[config.mk]
export PLATFORM = sky130hd
export DESIGN_NAME = fetch_stage_flat
export DESIGN_NICKNAME = d
export VERILOG_FILES = /design/src/rtl/fetch_stage_if.sv /design/src/rtl/fetch_stage.sv /design/src/flat_wrapper.sv
export SDC_FILE = /design/constraint.sdc
export NUM_CORES = 1
export LEC_CHECK = 0
export BUFFER_PORTS_ARGS = -buffer_cell sky130_fd_sc_hd__clkbuf_2
export CAP_MARGIN = 25
export CORE_UTILIZATION = 45
export CTS_CLUSTER_SIZE = 16
export DETAILED_ROUTE_END_ITERATION = 10
export PLACE_DENSITY = 0.77
export SYNTH_ARGS = -nofsm -noshare
export SYNTH_HDL_FRONTEND = slang
export SYNTH_SLANG_ARGS = --single-unit
[constraint.sdc]
create_clock -name clk -period 2.5 [get_ports clk]
set_clock_uncertainty 0.15 [all_clocks]
set_input_delay 0.375 -clock clk [delete_from_list [all_inputs] [get_ports clk]]
set_output_delay 0.375 -clock clk [all_outputs]
set_load 0.02 [all_outputs]
[src/rtl/fetch_stage_if.sv]
// Instruction-memory request/response channel between the fetch stage and imem.
// Ports: imem_req_o/imem_addr_o (fetch -> mem), imem_ready_i (mem accepts),
//        imem_rvalid_i/imem_rdata_i (mem -> fetch, in order, one per accepted request).
interface fetch_stage_if #(
  parameter int DATA_WIDTH = 32
);
  logic                  imem_req_o;
  logic [DATA_WIDTH-1:0] imem_addr_o;
  logic                  imem_ready_i;
  logic                  imem_rvalid_i;
  logic [DATA_WIDTH-1:0] imem_rdata_i;

  // Fetch-stage side.
  modport master (
    output imem_req_o,
    output imem_addr_o,
    input  imem_ready_i,
    input  imem_rvalid_i,
    input  imem_rdata_i
  );

  // Instruction-memory side.
  modport slave (
    input  imem_req_o,
    input  imem_addr_o,
    output imem_ready_i,
    output imem_rvalid_i,
    output imem_rdata_i
  );
endinterface

[src/rtl/fetch_stage.sv]
// RV32I IF stage: owns the PC, issues one imem request at a time, drives IF/ID.
// Latency: acceptance -> IF/ID valid is response latency + 1 edge; 1 instr / 2 cycles at zero wait.
// Backpressure: imem_ready_i low holds the request; StallD_i parks a returned word in a holding buffer.
// Ports: clk, rst_n (sync, active low); PCSrcE_i/PCTargetE_i redirect; StallD_i/FlushD_i IF/ID control;
//        imem (fetch_stage_if.master) memory channel; instr_o/PC_F_o/PC_Plus4_F_o/validD_o IF/ID outputs.
module fetch_stage #(
  parameter int                    DATA_WIDTH = 32,
  parameter logic [DATA_WIDTH-1:0] RESET_PC   = DATA_WIDTH'(32'h0000_0000),
  parameter logic [DATA_WIDTH-1:0] NOP_INSTR  = DATA_WIDTH'(32'h0000_0013)
) (
  input  logic                  clk,
  input  logic                  rst_n,
  input  logic                  PCSrcE_i,
  input  logic [DATA_WIDTH-1:0] PCTargetE_i,
  input  logic                  StallD_i,
  input  logic                  FlushD_i,
  fetch_stage_if.master         imem,
  output logic [DATA_WIDTH-1:0] instr_o,
  output logic [DATA_WIDTH-1:0] PC_F_o,
  output logic [DATA_WIDTH-1:0] PC_Plus4_F_o,
  output logic                  validD_o
);

  typedef enum logic [2:0] {
    S_IDLE,
    S_REQ,
    S_WAIT,
    S_DROP,
    S_HOLD
  } state_t;

  state_t                r_state;
  state_t                w_state_nxt;

  logic [DATA_WIDTH-1:0] r_pc;
  logic [DATA_WIDTH-1:0] w_pc_nxt;
  logic [DATA_WIDTH-1:0] w_pc_plus4;
  logic [DATA_WIDTH-1:0] w_redirect_pc;

  // Holding buffer for a word that returned while decode was stalled.
  // Its occupancy is exactly "state is HOLD", so no separate valid bit is kept.
  logic [DATA_WIDTH-1:0] r_buf;
  logic                  w_capture;

  // Responses still owed for requests accepted before the most recent reset.
  // Those rvalids are swallowed so they are never mistaken for post-reset data.
  logic [1:0]            r_stale_cnt;
  logic [1:0]            w_pending;
  logic                  w_in_flight;

  logic                  w_accept;
  logic                  w_rvalid;
  logic                  w_deliver;
  logic [DATA_WIDTH-1:0] w_deliver_dat;

  logic [DATA_WIDTH-1:0] r_instr;
  logic [DATA_WIDTH-1:0] r_pc_f;
  logic [DATA_WIDTH-1:0] r_pc_plus4_f;
  logic                  r_valid_d;

  assign w_pc_plus4    = r_pc + DATA_WIDTH'(4);
  // Word-align the target; masking (rather than slicing) keeps every input bit in use.
  assign w_redirect_pc = PCTargetE_i & ~DATA_WIDTH'(3);

  assign w_accept    = (r_state == S_REQ) && imem.imem_ready_i;
  assign w_in_flight = (r_state == S_WAIT) || (r_state == S_DROP);
  assign w_rvalid    = imem.imem_rvalid_i && (r_stale_cnt == 2'd0);
  assign w_pending   = r_stale_cnt + 2'(w_in_flight) + 2'(w_accept);

  assign imem.imem_req_o  = (r_state == S_REQ);
  assign imem.imem_addr_o = r_pc;

  // ---------------------------------------------------------------------------
  // FSM: state register
  // ---------------------------------------------------------------------------
  always_ff @(posedge clk) begin
    if (!rst_n) begin
      r_state <= S_IDLE;
    end else begin
      r_state <= w_state_nxt;
    end
  end

  // ---------------------------------------------------------------------------
  // FSM: next state, next PC, deliver/capture strobes
  // A redirect always wins over a same-cycle delivery. It is also honoured in
  // IDLE and DROP so a branch resolving there is never lost.
  // ---------------------------------------------------------------------------
  always_comb begin
    w_state_nxt   = r_state;
    w_pc_nxt      = r_pc;
    w_deliver     = 1'b0;
    w_capture     = 1'b0;
    w_deliver_dat = r_buf;

    case (r_state)
      S_IDLE: begin
        w_state_nxt = S_REQ;
        if (PCSrcE_i) begin
          w_pc_nxt = w_redirect_pc;
        end
      end

      S_REQ: begin
        if (PCSrcE_i) begin
          w_pc_nxt = w_redirect_pc;
          // If the old address was accepted, its response must be discarded.
          w_state_nxt = imem.imem_ready_i ? S_DROP : S_REQ;
        end else if (imem.imem_ready_i) begin
          w_state_nxt = S_WAIT;
        end
      end

      S_WAIT: begin
        if (PCSrcE_i) begin
          w_pc_nxt = w_redirect_pc;
          // A response arriving in the redirect cycle is the stale one; drop it here.
          w_state_nxt = w_rvalid ? S_REQ : S_DROP;
        end else if (w_rvalid) begin
          if (StallD_i) begin
            w_capture   = 1'b1;
            w_state_nxt = S_HOLD;
          end else begin
            w_deliver     = 1'b1;
            w_deliver_dat = imem.imem_rdata_i;
            w_pc_nxt      = w_pc_plus4;
            w_state_nxt   = S_REQ;
          end
        end
      end

      S_DROP: begin
        if (PCSrcE_i) begin
          w_pc_nxt = w_redirect_pc;
        end
        if (w_rvalid) begin
          w_state_nxt = S_REQ;
        end
      end

      S_HOLD: begin
        if (PCSrcE_i) begin
          w_pc_nxt    = w_redirect_pc;
          w_state_nxt = S_REQ;
        end else if (!StallD_i) begin
          w_deliver     = 1'b1;
          w_deliver_dat = r_buf;
          w_pc_nxt      = w_pc_plus4;
          w_state_nxt   = S_REQ;
        end
      end

      default: begin
        w_state_nxt = S_IDLE;
      end
    endcase
  end

  // ---------------------------------------------------------------------------
  // PC and holding buffer
  // ---------------------------------------------------------------------------
  always_ff @(posedge clk) begin
    if (!rst_n) begin
      r_pc  <= RESET_PC;
      r_buf <= '0;
    end else begin
      r_pc <= w_pc_nxt;
      if (w_capture) begin
        r_buf <= imem.imem_rdata_i;
      end
    end
  end

  // ---------------------------------------------------------------------------
  // Stale-response tracking across reset
  // While in reset, requests that were outstanding are added to the count and
  // any rvalid retires the oldest. Out of reset, rvalids retire the count first.
  // ---------------------------------------------------------------------------
  always_ff @(posedge clk) begin
    if (!rst_n) begin
      if (imem.imem_rvalid_i && (w_pending != 2'd0)) begin
        r_stale_cnt <= w_pending - 2'd1;
      end else begin
        r_stale_cnt <= w_pending;
      end
    end else if (imem.imem_rvalid_i && (r_stale_cnt != 2'd0)) begin
      r_stale_cnt <= r_stale_cnt - 2'd1;
    end
  end

  // ---------------------------------------------------------------------------
  // IF/ID pipeline register
  // A flush or redirect bubbles the stage even when decode is stalled; bubbles
  // leave the PC fields untouched.
  // ---------------------------------------------------------------------------
  always_ff @(posedge clk) begin
    if (!rst_n) begin
      r_instr      <= NOP_INSTR;
      r_pc_f       <= '0;
      r_pc_plus4_f <= '0;
      r_valid_d    <= 1'b0;
    end else if (FlushD_i || PCSrcE_i) begin
      r_instr   <= NOP_INSTR;
      r_valid_d <= 1'b0;
    end else if (StallD_i) begin
      r_instr      <= r_instr;
      r_pc_f       <= r_pc_f;
      r_pc_plus4_f <= r_pc_plus4_f;
      r_valid_d    <= r_valid_d;
    end else if (w_deliver) begin
      r_instr      <= w_deliver_dat;
      r_pc_f       <= r_pc;
      r_pc_plus4_f <= w_pc_plus4;
      r_valid_d    <= 1'b1;
    end else begin
      r_instr   <= NOP_INSTR;
      r_valid_d <= 1'b0;
    end
  end

  assign instr_o      = r_instr;
  assign PC_F_o       = r_pc_f;
  assign PC_Plus4_F_o = r_pc_plus4_f;
  assign validD_o     = r_valid_d;

endmodule

[src/flat_wrapper.sv]
// flat-port wrapper written by rule: the top's interface ports become plain ports
module fetch_stage_flat 
#(
  parameter int                    DATA_WIDTH = 32,
  parameter logic [DATA_WIDTH-1:0] RESET_PC   = DATA_WIDTH'(32'h0000_0000),
  parameter logic [DATA_WIDTH-1:0] NOP_INSTR  = DATA_WIDTH'(32'h0000_0013)
)
  (clk, rst_n, PCSrcE_i, PCTargetE_i, StallD_i, FlushD_i, instr_o, PC_F_o, PC_Plus4_F_o, validD_o, imem_imem_req_o, imem_imem_addr_o, imem_imem_ready_i, imem_imem_rvalid_i, imem_imem_rdata_i);
  fetch_stage_if #(.DATA_WIDTH(DATA_WIDTH)) imem_i ();
  input  logic clk;
  input  logic rst_n;
  input  logic PCSrcE_i;
  input  logic [DATA_WIDTH-1:0] PCTargetE_i;
  input  logic StallD_i;
  input  logic FlushD_i;
  output logic [DATA_WIDTH-1:0] instr_o;
  output logic [DATA_WIDTH-1:0] PC_F_o;
  output logic [DATA_WIDTH-1:0] PC_Plus4_F_o;
  output logic validD_o;
  output wire logic [$bits(imem_i.imem_req_o)-1:0] imem_imem_req_o;
  output wire logic [$bits(imem_i.imem_addr_o)-1:0] imem_imem_addr_o;
  input wire logic [$bits(imem_i.imem_ready_i)-1:0] imem_imem_ready_i;
  input wire logic [$bits(imem_i.imem_rvalid_i)-1:0] imem_imem_rvalid_i;
  input wire logic [$bits(imem_i.imem_rdata_i)-1:0] imem_imem_rdata_i;
  assign imem_imem_req_o = imem_i.imem_req_o;
  assign imem_imem_addr_o = imem_i.imem_addr_o;
  assign imem_i.imem_ready_i = imem_imem_ready_i;
  assign imem_i.imem_rvalid_i = imem_imem_rvalid_i;
  assign imem_i.imem_rdata_i = imem_imem_rdata_i;
  fetch_stage #(.DATA_WIDTH(DATA_WIDTH), .RESET_PC(RESET_PC), .NOP_INSTR(NOP_INSTR)) u_core (.clk(clk), .rst_n(rst_n), .PCSrcE_i(PCSrcE_i), .PCTargetE_i(PCTargetE_i), .StallD_i(StallD_i), .FlushD_i(FlushD_i), .imem(imem_i), .instr_o(instr_o), .PC_F_o(PC_F_o), .PC_Plus4_F_o(PC_Plus4_F_o), .validD_o(validD_o));
endmodule
==> flow_metrics.py <==
metrics = {
    "run_status": {
        "run_status": "completed",
    },
    "global_routing": {
        "antenna_found_initial": 1,
        "grt_pass1_vias": 6212,
        "grt_pass1_wl_microns": 31300,
        "grt_max_degree": 89,
        "grt_overflow_total": 0,
        "grt_usage": 0.236,
    },
    "synth": {
        "synthAdderAreaFrac": 0.00780,
        "avgSynthCellArea_sq_um": 8.22,
        "synthXorXnorAreaFrac": 0.0356,
        "synth_area_sq_um": 7370,
        "netlist_instances": 897,
        "synth_mux_area_frac": 0.0456,
        "synth_top_family_by_area": "compound AO/OA/AOI/OAI gates",
        "synth_edf_count": 2,
        "post_synth_and_or_nand_nor_area_fraction": 0.206,
        "synth-seq-cells": 160,
        "async_flop_share": 0,
        "ys_types": 65,
        "ys_warn_count": 0,
        "synth-main-ff-cell": "dfxtp_1",
        "synth_compound_area_frac": 0.210,
        "yosysSeqAreaShare": 0.437,
    },
    "cts": {
        "htreeDepth": 4,
        "clockRootBuffer": "clkbuf_16",
        "postCtsSetupRepairBufs": 0,
        "clock_sinks": 160,
        "cts_buffer_depth": 2,
        "clk_pin_slew_ns": 0.07,
        "numCtsBuffers": 17,
        "insertion_delay_ns": 0.42,
        "hold_buffers": 0,
        "cts_resized": 0,
        "tritoncts": "built",
    },
    "sta": {
        "tns_ns": 0,
        "slew_violations": 0,
        "grt_setup_unrepaired": "false",
        "fin_crit_ns": 2.35,
        "fin_crit_sh": 0.941,
        "setup_viol": 0,
        "hold_violations": 0,
        "tightest_slew_ns": 0.515,
        "timing.final.ws_setup_ns": 0.148,
        "max_freq_mhz": 425,
        "relSlewSlack": 0.654,
    },
    "die": {
        "ios": 201,
        "dieArea_sq_um": 16900,
        "die_w_microns": 130,
        "core_area_sq_um": 15900,
        "start_util": 0.463,
        "die_h_microns": 130,
        "rows": 46,
    },
    "setup_path": {
        "worstSetupPathType": "reg2reg",
        "path_cells": "inv_1 > ha_1 > nand4b_1 > a221oi_1 > or2_2 > nand2_1 > o22ai_1",
        "cp_max_fo": 11,
        "rr_worst_depth": 7,
        "start_kind": "flop",
        "r2r_slack_ns": 0.15,
        "rr_startpoint": "u_core.r_stale_cnt[0]",
        "startpoint": "u_core.r_stale_cnt[0]",
        "max_stage_delay_ns": 0.43,
        "crit_arrival_ns": 2.54,
        "cp-end-kind": "flop",
        "worstSetupEndpoint": "u_core.imem.imem_addr_o[29]",
        "crit_slowest_cell": "edfxtp_1",
        "timing.rr.end": "u_core.imem.imem_addr_o[29]",
        "required_ns": 2.69,
    },
    "power": {
        "vdd_drop_max_v": 0.000480,
        "power_density_nw_per_um2": 672,
        "totalPowerFinal_mw": 6.21,
        "leakage_nw": 3.79,
    },
    "routing": {
        "drtAntennaViolNets": 0,
        "vias_per_cell": 5.40,
        "drc": 0,
        "drtPass1Iterations": 5,
        "vias": 7012,
        "wirelength_microns": 19800,
        "avgRoutedWirePerCell_microns": 15.2,
        "drtIter0Drc": 478,
    },
    "cells_and_area": {
        "drive_gt1_frac": 0.293,
        "n_fill_cell": 1473,
        "final_cell_mix": "192 x clkbuf_2, 179 x nand2_1, 158 x dfxtp_1, 113 x a21oi_1, 64 x nor2_1",
        "antenna_cells": 0,
        "final_common_cell": "clkbuf_2",
        "nNetsFinal": 1144,
        "areaGrowthSynthToFinish_pct": 25.3,
    },
    "placement": {
        "place_hpwl_microns": 13700,
        "io_buffers": 192,
        "place.gp.congestion": 0.842,
        "dp_slack_ns": 0.180,
    },
    "hold_path": {
        "hold_path_class": "in2reg",
        "min_from": "imem_imem_rdata_i[7]",
    },
    "run": {
        "drv_cap": 0,
    },
}
## cell usage after synthesis (4+ instances only)
master / n / area [sq um]
o22ai_1: 14 / 87.6
buf_2: 26 / 130
xnor2_1: 12 / 105
nand4_1: 10 / 62.6
inv_1: 9 / 33.8
mux2_2: 29 / 327
a21oi_1: 113 / 566
o211a_1: 5 / 50.1
o21ai_0: 33 / 165
o32ai_1: 6 / 52.6
a211oi_1: 15 / 113
nor2_1: 66 / 248
xor2_1: 18 / 158
nand2_1: 179 / 672
nand2b_1: 5 / 31.3
and2_1: 4 / 25.0
dfxtp_1: 158 / 3160
and3_1: 4 / 25.0
nand3_1: 18 / 90.1
nor3_1: 9 / 45.0
a22oi_1: 29 / 218
buf_4: 9 / 67.6
nor4_1: 4 / 25.0
and4_1: 4 / 35.0
o31a_1: 12 / 105
clkbuf_1: 47 / 176
## final cells by class
class	count	area [sq um]	area share
Tap cell	216	270	0.0292
Clock inverter	14	175	0.0190
Timing Repair Buffer	233	1330	0.144
Clock buffer	18	439	0.0475
Multi-Input combinational cell	647	3760	0.407
Sequential cell	160	3220	0.349
Inverter	10	38.8	0.00420
## flip-flops by register name, summed over array words and instances (netlist names)
signal                   cells
u_core.r_stale_cnt           2
u_core.validD_o              1
u_core.r_buf                32
u_core.r_state               3
u_core.imem.imem_addr_o     30
u_core.instr_o              32
u_core.PC_Plus4_F_o         30
u_core.PC_F_o               30
## cells by family (layout without fill, tap and decap cells)
| logic type | after synthesis | after routing |
|---|---|---|
| compound gates | 250 | 250 |
| mux | 30 | 30 |
| buf+inv | 95 | 275 |
| xor+xnor | 30 | 30 |
| fa+ha+maj | 4 | 4 |
| flops | 160 | 160 |
| other cells | 1 | 6 |
| simple gates | 327 | 327 |
## how the worst min path moves through the flow
stage	slack (ns)	to	cells after the start
4_1_cts	0.02	u_core.r_buf[7]	3
2_1_floorplan	0.28	u_core.r_buf[10]	2
6_report	0.03	u_core.r_buf[7]	3
5_1_grt	0.03	u_core.r_buf[8]	3
3_5_place_dp	0.30	u_core.r_buf[30]	2
3_3_place_gp	0.29	u_core.r_buf[17]	2
## stage by stage
| step | hold WS [ns] | cells | area (sq um) | util |
|---|---|---|---|---|
| 2_1_floorplan | 0.283 | 902 | 7390 | - |
| 3_3_place_gp | 0.288 | 1266 | 8630 | 0.541 |
| 3_5_place_dp | 0.296 | 1266 | 8630 | 0.541 |
| 4_1_cts | 0.0168 | 1298 | 9240 | 0.580 |
| 5_1_grt | 0.0282 | 1298 | 9240 | 0.580 |
| 6_report | 0.0345 | 1298 | 9240 | 0.580 |
## report_power, final
group	switching [mW]	total, mW	internal (mW)
clock network	1.13	2.67	1.54
registers	0.0847	2.72	2.64
logic	0.483	0.825	0.343
total	1.69	6.21	4.52
## metal layers
layer | wire length, microns | vias to the layer above | GRT usage
met1 | 8560 | 3245 | 0.302
met2 | 9450 | 267 | 0.389
met3 | 1470 | 23 | 0.0590
met4 | 278 | 2 | 0.0759
li1 | - | 3475 | -
met5 | 17 | - | 0
## worst max-delay path: cells and delay by family (launching register included)
family | cells | cell delay, ns
simple gates | 3 | 0.67
buf+inv | 1 | 0.08
fa+ha+maj | 1 | 0.24
flops | 1 | 0.43
compound gates | 2 | 0.70
(Power assumes the default switching activity.)
